<file path="src/rtl/lut_dac_spi_tx.sv">
// lut_dac_spi_tx: buffers LUT samples and shifts each out as one mode-0 SPI DAC write frame.
module lut_dac_spi_tx #(
  parameter int          DATA_WIDTH  = 8,
  parameter int          FRAME_WIDTH = 16,
  parameter logic [3:0]  CMD_WORD    = 4'h3,
  parameter int          CLK_DIV     = 4,
  parameter int          CS_GAP      = 2
) (
  input  logic                  CLK_SYS,
  input  logic                  nRST,
  input  logic                  EN,
  input  logic [DATA_WIDTH-1:0] DATA_IN,
  input  logic                  DATA_VLD,
  input  logic                  DATA_LAST,
  output logic                  DATA_RDY,
  output logic                  BUSY,
  output logic                  SPI_SCLK,
  output logic                  SPI_MOSI,
  output logic                  SPI_CSN,
  output logic                  FRAME_DONE,
  output logic                  FRAME_LAST,
  output logic                  OVERRUN
);
  localparam int CW = $clog2(2 * CLK_DIV + CS_GAP + 1);
  localparam int BW = $clog2(FRAME_WIDTH);
  typedef enum logic [1:0] {IDLE, SHIFT, HOLD, GAP} state_t;
  state_t                 state, state_n;
  logic [CW-1:0]          cnt, cnt_n;
  logic [BW-1:0]          bit_cnt, bit_cnt_n;
  logic [FRAME_WIDTH-1:0] shreg, shreg_n, frame;
  logic [DATA_WIDTH-1:0]  buf_data;
  logic                   buf_full, buf_last, tag, tag_n, load;
  logic                   sclk_n, mosi_n, csn_n, done_n, last_n;
  assign frame    = FRAME_WIDTH'({CMD_WORD, buf_data}) << (FRAME_WIDTH - 4 - DATA_WIDTH);
  assign load     = state == IDLE && buf_full && EN;
  assign DATA_RDY = EN && !buf_full;
  assign BUSY     = state != IDLE;
  // A strobe in the load cycle refills the slot being emptied, so it is not an overrun.
  always_ff @(posedge CLK_SYS)
    if (!nRST) begin
      buf_full <= 1'b0;
      buf_data <= '0;
      buf_last <= 1'b0;
      OVERRUN  <= 1'b0;
    end else if (!EN)
      buf_full <= 1'b0;
    else if (DATA_VLD && (!buf_full || load)) begin
      buf_full <= 1'b1;
      buf_data <= DATA_IN;
      buf_last <= DATA_LAST;
    end else if (DATA_VLD)
      OVERRUN <= 1'b1;
    else if (load)
      buf_full <= 1'b0;
  always_ff @(posedge CLK_SYS)
    if (!nRST) begin
      state      <= IDLE;
      cnt        <= '0;
      bit_cnt    <= '0;
      shreg      <= '0;
      tag        <= 1'b0;
      SPI_SCLK   <= 1'b0;
      SPI_MOSI   <= 1'b0;
      SPI_CSN    <= 1'b1;
      FRAME_DONE <= 1'b0;
      FRAME_LAST <= 1'b0;
    end else begin
      state      <= state_n;
      cnt        <= cnt_n;
      bit_cnt    <= bit_cnt_n;
      shreg      <= shreg_n;
      tag        <= tag_n;
      SPI_SCLK   <= sclk_n;
      SPI_MOSI   <= mosi_n;
      SPI_CSN    <= csn_n;
      FRAME_DONE <= done_n;
      FRAME_LAST <= last_n;
    end
  // cnt times the bit phases in SHIFT, the CSN hold tail in HOLD and the CSN-high gap in GAP.
  always_comb begin
    state_n   = state;
    cnt_n     = cnt;
    bit_cnt_n = bit_cnt;
    shreg_n   = shreg;
    tag_n     = tag;
    sclk_n    = SPI_SCLK;
    mosi_n    = SPI_MOSI;
    csn_n     = SPI_CSN;
    done_n    = 1'b0;
    last_n    = 1'b0;
    case (state)
      IDLE: if (load) begin
        state_n   = SHIFT;
        cnt_n     = '0;
        bit_cnt_n = '0;
        shreg_n   = frame << 1;
        mosi_n    = frame[FRAME_WIDTH-1];
        tag_n     = buf_last;
        csn_n     = 1'b0;
        sclk_n    = 1'b0;
      end
      SHIFT: begin
        cnt_n = cnt + 1'b1;
        if (cnt == CW'(CLK_DIV - 1)) sclk_n = 1'b1;
        if (cnt == CW'(2 * CLK_DIV - 1)) begin
          cnt_n  = '0;
          sclk_n = 1'b0;
          if (bit_cnt == BW'(FRAME_WIDTH - 1)) state_n = HOLD;
          else begin
            bit_cnt_n = bit_cnt + 1'b1;
            mosi_n    = shreg[FRAME_WIDTH-1];
            shreg_n   = shreg << 1;
          end
        end
      end
      HOLD: begin
        cnt_n = cnt + 1'b1;
        if (cnt == CW'(CLK_DIV - 1)) begin
          state_n = GAP;
          cnt_n   = '0;
          csn_n   = 1'b1;
          mosi_n  = 1'b0;
          done_n  = 1'b1;
          last_n  = tag;
        end
      end
      GAP: begin
        cnt_n = cnt + 1'b1;
        if (cnt == CW'(CS_GAP - 1)) begin
          state_n = IDLE;
          cnt_n   = '0;
        end
      end
      default: state_n = IDLE;
    endcase
  end
endmodule
</file>
<file path="config.mk">
export PLATFORM = sky130hd
export DESIGN_NAME = lut_dac_spi_tx
export DESIGN_NICKNAME = d
export VERILOG_FILES = /design/src/rtl/lut_dac_spi_tx.sv
export SDC_FILE = /design/constraint.sdc
export NUM_CORES = 1
export LEC_CHECK = 0
export ABC_AREA = 0
export BUFFER_PORTS_ARGS = -buffer_cell sky130_fd_sc_hd__buf_2
export CORE_AREA = 2 2 74 76
export DETAILED_ROUTE_END_ITERATION = 8
export DIE_AREA = 0 0 76 78
export SETUP_SLACK_MARGIN = 0.02
export SYNTH_ARGS = -nofsm -noshare
export SYNTH_HDL_FRONTEND = slang
export SYNTH_SLANG_ARGS = --single-unit
export TNS_END_PERCENT = 10
</file>
<file path="constraint.sdc">
create_clock -name CLK_SYS -period 5.1 [get_ports CLK_SYS]
set_input_delay 0.51 -clock CLK_SYS [delete_from_list [all_inputs] [get_ports CLK_SYS]]
set_output_delay 0.51 -clock CLK_SYS [all_outputs]
set_load 0.05 [all_outputs]
</file>
* After elaboration in Yosys (flattened, before gate mapping) *
Index checks and enable logic that the tools add are counted.
W data, S select, Z words.

operators by class
  add/sub/neg operators = 2
  eq/ne operators = 15
  multiplexer cells = 30
  bitwise logic cells = 1
  reductions and logical operators = 24

operators with widths
  kind                   number
  $mux W16               3
  $pmux W16 S2           1
  $mux W4                6
  $pmux W4 S4            1
  $ne A2 B2 Y1 const B   6
  $reduce_and A3 Y1      4
  $mux W2                5
  $reduce_and A2 Y1      5
  $reduce_and A5 Y1      2
  $mux W1                9
  $add A4 B1 Y4 const B  2
  $pmux W2 S4            1
  $pmux W4 S2            1
  $reduce_bool A2 Y1     4
  $eq A2 B2 Y1 const B   2
  $eq A4 B1 Y1 const B   1
  $eq A4 B2 Y1 const B   1
  $eq A4 B3 Y1 const B   1
  $eq A4 B4 Y1 const B   1
  $logic_and A1 B1 Y1    4
  $pmux W1 S2            2
  $reduce_and A4 Y1      1
  $ne A3 B3 Y1 const B   1
  $pmux W1 S3            1
  7 further kinds        7

storage, ports and cells
  register bits after elaboration = 43
  bits of input ports = 13
  logic and storage cells = 86

* Logic depth before layout (Yosys ltp) *
Gate-level depths: netlist (run 1).

  depth in word-level cells = 7
  depth in mapped cells = 8

* Least setup slack after synthesis (run 1) *
Ideal clock, no wire load.

  path type = flip-flop to flip-flop
  start point = reg state[0]
  end point = reg bit_cnt[3]
  arrival time = 1.827 ns
  required time = 5.030 ns
  slack = 3.202 ns
  stages on the path, launching flop included = 7
  buffers on the path = 0
  clock period less this slack = 1.898 ns
  cells stage by stage = dfxtp_1 inv_1 ha_1 nand2b_2 a221o_1 or3_1 a21oi_1

between the ends
  word-level cells in the longest chain between the ends = 5
  elaborated cells on any way between the ends = 10
  classes of those cells = eq/ne (4); mux (1); reduce/logical (5)

RTL lines
  item                                line    text
  start, declared                     27      state_t state, state_n;
  start signal, assigned              68      state <= state_n;
  $logic_not A2 Y1                    35, 91
  $logic_and A1 B1 Y1 (2 in a row)    35      assign load = state == IDLE && buf_full && EN;
  $ne A2 B2 Y1 (no source line)       n/a
  $reduce_and A4 Y1 (no source line)  n/a
  end signal, assigned                70      bit_cnt <= bit_cnt_n;
  end, declared                       29      logic [BW-1:0] bit_cnt, bit_cnt_n;

Parallel ways exist; a longest one is shown, timed or not.
A chain may end at the register's enable or synchronous reset.

* Worst setup path after layout (run 1) *
  start point = reg state[1]
  end point = reg bit_cnt[3]

The elaborated chain is that of the path after synthesis.

==> flow_summary.ini, run 1 <==
[grt]
grt_pass1_vias = 1211
antenna_found_initial = 0
grt_pass1_wl_um = 5910
grt_usage_pct = 12.3
overflow = 0
grt_max_degree = 29

[final_layout]
fin_util_pct = 40.8
mostFrequentLayoutCell = dfxtp_1
nFillCells = 506
multi_input_area_um2 = 936
area_growth_pct = 16.6
nets = 228
drive_above_1_share_pct = 17.9
diodes = 0
regArea_um2 = 761
final_cell_mix = dfxtp_1, nor2_1, buf_2, mux2i_1
stdcell_area_um2 = 2060

[yosys]
synth.yosys.seq_area_share_pct = 43.1
synth_adder_area_share_pct = 6.38
synth.avg_cell_area_um2 = 9.43
yosys_most_used_dff = dfxtp_1
muxShareOfSynthArea_pct = 10.8
synth_nets = 209
synth_xor_area_share_pct = 0
synth_edf_count = 0
syn-cell-area_um2 = 1760
ys_types = 39
yosys_warnings = 0
synth-simple-area-share_pct = 19.5
ys_ff_latch = 38
synthCells = 187
ys_async_sr_fraction_pct = 0
synth_top_family_by_area = simple AND/OR/NAND/NOR gates
synth_compound_gate_area_share_pct = 16.4

[sta]
hold-worst-slack_ns = 0.459
finalHoldViolations = 0
relSlewSlack_pct = 41.9
grt_setup_unrepaired = false
report.final.slew_viol_count = 0
max_freq_mhz = 398
post-route-period-util_pct = 49.3
tightest_slew_ns = 0.871
final.min_clock_period_ns = 2.51
clock_skew_ns = 0.00408
fin_setup_tns_ns = 0
fin_ws_ns = 2.59
setup_viol = 0

[detailed_routing]
wire_per_inst_um = 12.5
postRouteAntennaNets = 0
drt_first_iter_violations = 92
drc = 0
via_per_inst = 4.93
vias = 1365
drt-total-wl_um = 3450
firstDrtPassIters = 4

[place]
place_area_um2 = 1910
port_buffers = 20
post-place-ws_ns = 2.59
dp_hpwl_um = 2400
gp_congestion = 0.776

[critical_path]
crit_type = reg -> reg
regToRegStartpoint = state[1]
cp_max_fo = 20
worst_setup_path_start_kind = flop
reg2regPathDepth = 6
worstPathRequired_ns = 5.31
cp-end-kind = flop
r2r_slack_ns = 2.59
reg2reg_to = bit_cnt[3]
critPathArrivalTime_ns = 2.73

[floorplanning]
die_w_um = 76
start_util_pct = 35.0
die_h_um = 78
die_area_um2 = 5930
io_pins = 21
core_area_um2 = 5040
rows = 26

[outcome]
outcome = completed

[pwr]
leakage_nw = 0.785
power.density_nw_per_um2 = 414
vdd_drop_max_v = 0.000169

[clocking]
cts_made_buffers = 5
clk_path_buf_depth = 2
cts_resized = 0
cts_setup_buffers = 0
clock_sink_count = 38
clk_pin_slew_ns = 0.08
cts_tree = built
insertion_delay_ns = 0.28
cts_hold_buf = 0
cts_root_buffer = clkbuf_8
htree_levels = 2

[worst_hold_path]
whs_path_depth = 3
hold_start = DATA_IN[2]
hold_class = in -> reg
whs_endpoint = buf_data[2]

[run]
drv_cap = 0
[sequential cells by signal, indices dropped and copies added, names as in the netlist, 2 cells and up]
name	count
state	2
cnt	4
shreg	11
buf_data	8
bit_cnt	4
[metrics by stage]
step	power, mW	cells
after detailed placement	0.546	269
after global routing	0.899	277
after global placement	0.544	269
after CTS	0.861	277
final	0.852	277
after floorplan	0.502	187
[worst max-delay path: stages (launching register included)]
cell,delay (ns)
dfxtp_1,0.36
inv_1,0.11
ha_1,0.74
nand2b_2,0.21
a221o_1,0.51
or3_1,0.38
a21oi_1,0.14
[cells by family after synthesis]
logic type               Yosys count
AND/OR/NAND/NOR                   66
AO/OA/AOI/OAI                     39
flip-flops                        38
multiplexers                      19
buffers and inverters             16
adder cells (fa/ha/maj)            9
[layout make-up]
| cell class | instances | area share (%) |
|---|---|---|
| Clock buffer | 6 | 4.01 |
| Clock inverter | 2 | 2.92 |
| Inverter | 8 | 1.46 |
| Sequential cell | 38 | 37.0 |
| Timing Repair Buffer | 20 | 4.87 |
| Multi-Input combinational cell | 133 | 45.5 |
| Tap cell | 70 | 4.26 |
[worst max-delay path by stage]
stage                       endpoint      from  cells after the start  slack [ns]
after floorplan           bit_cnt[3]  state[0]                      6        3.20
after global placement    bit_cnt[3]  state[1]                      6        2.68
after detailed placement  bit_cnt[3]  state[1]                      6        2.59
after CTS                 bit_cnt[3]  state[1]                      6        2.58
after global routing       shreg[12]  state[1]                      6        2.33
final                     bit_cnt[3]  state[1]                      6        2.59
[synth_stat cells (2+ instances only)]
cell type / count / area, um^2
nand2_1: 14 / 52.6
and2_1: 2 / 12.5
dfxtp_1: 38 / 761
or4_1: 2 / 15.0
a21oi_1: 14 / 70.1
a211oi_1: 7 / 52.6
ha_1: 9 / 113
or3_1: 3 / 18.8
or3b_1: 2 / 17.5
a221o_1: 2 / 20.0
buf_2: 3 / 15.0
a32oi_1: 2 / 17.5
o221a_2: 2 / 22.5
nor2_1: 25 / 93.8
inv_1: 7 / 26.3
nand3b_1: 3 / 22.5
nand3_1: 5 / 25.0
clkbuf_1: 3 / 11.3
a22oi_1: 2 / 15.0
mux2i_1: 19 / 190
or3b_2: 2 / 17.5
o21ai_0: 4 / 20.0
[layer usage]
layer	vias up	part of all wire, %	GRT usage, %	wire [um]
li1	707	-	-	-
met1	632	51	16.8	1760
met2	24	45	18.7	1550
met3	2	4.0	3.60	137
met4	0	0.43	3.82	15
met5	-	0	0	0
[power breakdown]
part	switching (mW)	leakage, nW	total (mW)	internal (mW)
clock network	0.104	0.0714	0.313	0.209
registers	0.0156	0.308	0.334	0.319
logic	0.133	0.405	0.205	0.0724
(Power assumes the default switching activity.)
==> inputs of run 2 (changes only) <==
clock period = 2 ns   (was 5.1 ns; I/O delays follow)
==> run 2 against run 1 <==
Effect of this change: non-clock buffer count rose by 9; global-route usage rose by 1.4 points; core utilization rose by 2.0 points; worst hold slack got worse by 0.32 ns; clock-buffer cell count fell by 1; first-iteration DRC count rose by 9.8%; largest cell class unchanged; register-to-register slack got worse by 2.4 ns; fmax rose by 35%; via count rose by 1.8%; clock skew rose by 0.0044 ns; sequential cell count did not move; sequential power rose to 2.5 times the previous value.
==> flow_summary.ini, run 2 (synthesized netlist as in run 1, its figures left out) <==
[outcome]
outcome = completed

[clocking]
clock_sink_count = 38
clk_path_buf_depth = 2
cts_made_buffers = 5
cts_hold_buf = 0
insertion_delay_ns = 0.29
cts_tree = built
htree_levels = 2
cts_root_buffer = clkbuf_8
clk_pin_slew_ns = 0.08

[grt]
grt_max_degree = 29
grt_pass1_vias = 1363
grt_pass1_wl_um = 6510
antenna_found_initial = 0
overflow = 0
grt_usage_pct = 13.6

[worst_hold_path]
whs_path_depth = 3
whs_endpoint = buf_data[6]
hold_start = DATA_IN[6]
hold_class = in -> reg

[final_layout]
area_growth_pct = 22.2
drive_above_1_share_pct = 25.0
stdcell_area_um2 = 2160
nFillCells = 506
nets = 237
regArea_um2 = 762
top_register = shreg
largest_reg_flops = 11
diodes = 0
reg.largest.list = shreg (11), buf_data (8)
final_cell_mix = dfxtp_1, nor2_1, buf_2, mux2i_1, nand2_1
mostFrequentLayoutCell = dfxtp_1
multi_input_area_um2 = 958

[sta]
final.min_clock_period_ns = 1.86
finalHoldViolations = 0
clock_skew_ns = 0.00845
fin_setup_tns_ns = 0
setup_viol = 0
tightest_slew_ns = 0.522
post-route-period-util_pct = 93.0
grt_setup_unrepaired = true
report.final.slew_viol_count = 0
relSlewSlack_pct = 65.2
max_freq_mhz = 538

[critical_path]
worstPathRequired_ns = 2.23
crit_type = reg -> reg
cp_max_fo = 5
critical_path.cell_chain = inv_2, ha_2, buf_4, nand3_4, a221o_1, or3_4, a21oi_2
cp_slowest_cell = a221o_1
reg2regPathDepth = 7
reg2reg_to = bit_cnt[3]
crit_family = compound AO/OA/AOI/OAI gates
crit_buf_inv = 2
worst_setup_path_start_kind = flop
r2r_slack_ns = 0.14
regToRegStartpoint = state[0]
critPathMaxStageDelay_ns = 0.43
cp-end-kind = flop
critPathArrivalTime_ns = 2.09

[detailed_routing]
vias = 1389
drt-total-wl_um = 3530
drt_first_iter_violations = 101
via_per_inst = 4.86
drc = 0
wire_per_inst_um = 12.3
firstDrtPassIters = 4
postRouteAntennaNets = 0

[floorplanning]
core_area_um2 = 5040
io_pins = 21
die_h_um = 78
die_w_um = 76
die_area_um2 = 5930
rows = 26
start_util_pct = 35.0

[run]
drv_cap = 0

[pwr]
vdd_drop_max_v = 0.000557
leakage_nw = 0.830
power.density_nw_per_um2 = 1040

[place]
dp_hpwl_um = 2510
place_area_um2 = 1990
port_buffers = 20
gp_congestion = 0.821
## run 2: worst reg2reg max path: stages, from the launching register on
cell,delay (ns)
dfxtp_2,0.34
inv_2,0.08
ha_2,0.19
buf_4,0.13
nand3_4,0.10
a221o_1,0.43
or3_4,0.39
a21oi_2,0.13
## run 2: cell type report
| class | instances | area share, % |
|---|---|---|
| Clock inverter | 3 | 3.19 |
| Inverter | 8 | 1.39 |
| Sequential cell | 38 | 35.3 |
| Clock buffer | 5 | 3.19 |
| Timing Repair Buffer | 29 | 8.36 |
| Tap cell | 70 | 4.06 |
| Multi-Input combinational cell | 133 | 44.5 |
## run 2: where the power goes
part / switching [mW] / internal (mW) / total [mW]
Sequential: 0.0363 / 0.814 / 0.850
Clock: 0.280 / 0.500 / 0.779
Combinational: 0.356 / 0.247 / 0.603
Total: 0.672 / 1.56 / 2.23
## run 2: worst max path at each step
stage                         from         end  slack (ns)  cells after the start
after CTS                 state[0]  bit_cnt[3]        0.05                      6
final                     state[0]  bit_cnt[3]        0.14                      7
after detailed placement  state[0]  bit_cnt[3]        0.07                      6
after global placement    state[0]  bit_cnt[3]        0.14                      6
after global routing      state[0]  bit_cnt[3]       0.005                      7
after floorplan           state[0]  bit_cnt[3]        0.10                      6
## run 2: repair_timing
action / 4_1_cts / 5_1_grt
gates resized for setup: 0 / 8
endpoints found under the setup margin: 0 / 20
endpoints found under the hold margin: 0 / 0
buffers inserted: 0 / 1
## run 2: routing by layer
metal,track usage (%),up-vias,part of all wire (%)
met1,17.6,635,51
met4,4.91,0,1.5
met2,21.5,23,43
li1,-,725,-
met3,4.19,6,4.4
met5,0,-,0
## run 2: per-stage QoR
| stage | power, mW | worst slack (ns) | std cells | utilization [%] | hold slack (ns) |
|---|---|---|---|---|---|
| CTS | 2.23 | 0.0471 | 285 | 42.1 | 0.130 |
| global route | 2.36 | 0.00485 | 286 | 42.8 | 0.135 |
| global placement | 1.44 | 0.137 | 277 | 39.4 | 0.434 |
| detailed placement | 1.45 | 0.0719 | 277 | 39.4 | 0.442 |
| finish | 2.23 | 0.141 | 286 | 42.8 | 0.134 |
| floorplan | 1.28 | 0.102 | 187 | - | 0.325 |
==> inputs of run 3 (changes only) <==
ABC_AREA = 1   (was 0)
CORE_AREA = 2 2 75 77   (was 2 2 74 76)
DIE_AREA = 0 0 77 79   (was 0 0 76 78)
==> run 3 against run 2 <==
Effect of this change: power shrank 1.4%; cell area shrank 4.5%; global-route usage shrank 0.61 points; largest cell class unchanged; clock power shrank 30%; largest power group unchanged; synthesized cell count grew 34%; highest routed layer unchanged.
==> flow_summary.ini, run 3 <==
[detailed_routing]
drt_first_iter_violations = 88
wire_per_inst_um = 10.4
via_per_inst = 4.54
drt-total-wl_um = 3600
firstDrtPassIters = 6
drc = 0
vias = 1574
postRouteAntennaNets = 0

[critical_path]
crit_type = reg -> reg
worstPathRequired_ns = 2.22
crit_buf_inv = 3
cp-end-kind = flop
path_common_cell = inv_1
critPathArrivalTime_ns = 1.93
cp_max_fo = 12
cp_slowest_cell = dfxtp_1
crit_family = flip-flops
worst_setup_path_start_kind = flop
critical_path.cell_chain = inv_1, ha_1, nand3_2, inv_1, o21ai_2, buf_4, o21ai_0, a21oi_1
critPathMaxStageDelay_ns = 0.42

[final_layout]
layoutNonFillerInstCount = 347
area_growth_pct = 15.2
drive_above_1_share_pct = 15.3
reg.largest.list = shreg (11), buf_data (8)
diodes = 0
stdcell_area_um2 = 2060
final_cell_mix = nor2_1, nand2_1, dfxtp_1, inv_1, o21ai_0
top_register = shreg
nets = 296
mostFrequentLayoutCell = nor2_1
largest_reg_flops = 11

[sta]
setup_viol = 0
clock_skew_ns = 0.00517
max_freq_mhz = 585
fin_setup_tns_ns = 0
relSlewSlack_pct = 73.4
finalHoldViolations = 0
post-route-period-util_pct = 85.5
tightest_slew_ns = 0.398
report.final.slew_viol_count = 0
grt_setup_unrepaired = false
final.min_clock_period_ns = 1.71

[yosys]
yosys_warnings = 0
synth_top_area_share_pct = 42.5
yosys_most_used_dff = dfxtp_1
synthCells = 250
yosysTopAreaCell = dfxtp_1
synth_common_cells = nor2_1, nand2_1, dfxtp_1, inv_1, o21ai_0
synth.most_common_cell = nor2_1
synth.yosys.seq_area_share_pct = 42.5
synth_nets = 272
synth.avg_cell_area_um2 = 7.15
ys_async_sr_fraction_pct = 0
syn-cell-area_um2 = 1790
ys_types = 25
synth_edf_count = 0
ys_ff_latch = 38
synthTopCellsByArea = dfxtp_1, nor2_1, nand2_1

[pwr]
leakage_nw = 0.918
fin_total_pwr_mw = 2.20
vdd_drop_max_v = 0.000691
power.density_nw_per_um2 = 1070

[grt]
grt_pass1_wl_um = 6310
grt_usage_pct = 13.0
overflow = 0
grt_pass1_vias = 1362
grt_max_degree = 29
antenna_found_initial = 0

[clocking]
cts_made_buffers = 5
cts_root_buffer = clkbuf_8
cts_tree = built
insertion_delay_ns = 0.29
htree_levels = 2
clock_sink_count = 38
clk_path_buf_depth = 2
cts_setup_buffers = 0
cts_resized = 0
clk_pin_slew_ns = 0.07
cts_hold_buf = 0

[place]
dp_hpwl_um = 2640
gp_congestion = 0.826
dp_cells = 339
place_area_um2 = 1970
port_buffers = 20

[floorplanning]
die_h_um = 79
rows = 27
start_util_pct = 33.5
core_area_um2 = 5340
io_pins = 21
die_area_um2 = 6080
die_w_um = 77

[worst_hold_path]
hold_class = in -> reg

[outcome]
outcome = completed

[run]
drv_cap = 0
[run 3: path summary, 6_finish.rpt]
check                endpoint  cells after the start  slack [ns]  startpoint
setup reg to reg  buf_data[4]                      8        0.29    state[0]
hold reg to reg       OVERRUN                      2        0.45     OVERRUN
hold / removal       buf_last                      3        0.16   DATA_LAST
setup / recovery  buf_data[4]                      8        0.29    state[0]
[run 3: report_power, final]
part	leakage, nW	switching, mW	internal, mW
combinational	0.561	0.529	0.226
sequential	0.310	0.0574	0.845
clock	0.0482	0.266	0.278
total	0.918	0.852	1.35
[run 3: layer usage]
layer,GRT usage [%],part of all wire [%]
met2,19.2,44
met4,5.89,1.8
met5,0,0
met3,3.52,3.5
met1,17.7,51
[run 3: logic make-up (layout without fill, tap and decap cells)]
kind of cell	count (synthesis)	in the layout	share of synthesized area, %
flip-flops	38	38	42.5
AND/OR/NAND/NOR	113	113	25.8
buffers and inverters	35	60	8.47
AO/OA/AOI/OAI	52	52	15.4
XOR/XNOR	3	3	1.47
adder cells (fa/ha/maj)	9	9	6.30
[run 3: layout make-up]
class,count,area (um^2)
clock inverters,1,5.00
well taps,72,90.1
multi-input cells,177,876
fillers,591,3280
repair buffers,25,138
flip-flops and latches,38,761
inverters,27,104
clock buffers,7,86.3
[run 3: worst register-to-register path: stages (launching register included)]
cell,delay [ns]
dfxtp_1,0.42
inv_1,0.11
ha_1,0.29
nand3_2,0.14
inv_1,0.09
o21ai_2,0.18
buf_4,0.20
o21ai_0,0.09
a21oi_1,0.13
[run 3: stage by stage]
stage               utilization [%]  hold WS (ns)  setup WS, ns
detailed placement             36.9         0.444         0.285
finish                         38.6         0.159         0.289
global placement               36.9         0.441         0.307
CTS                            38.6         0.150         0.258
floorplan                         -         0.335         0.491
global route                   38.6         0.187        0.0897
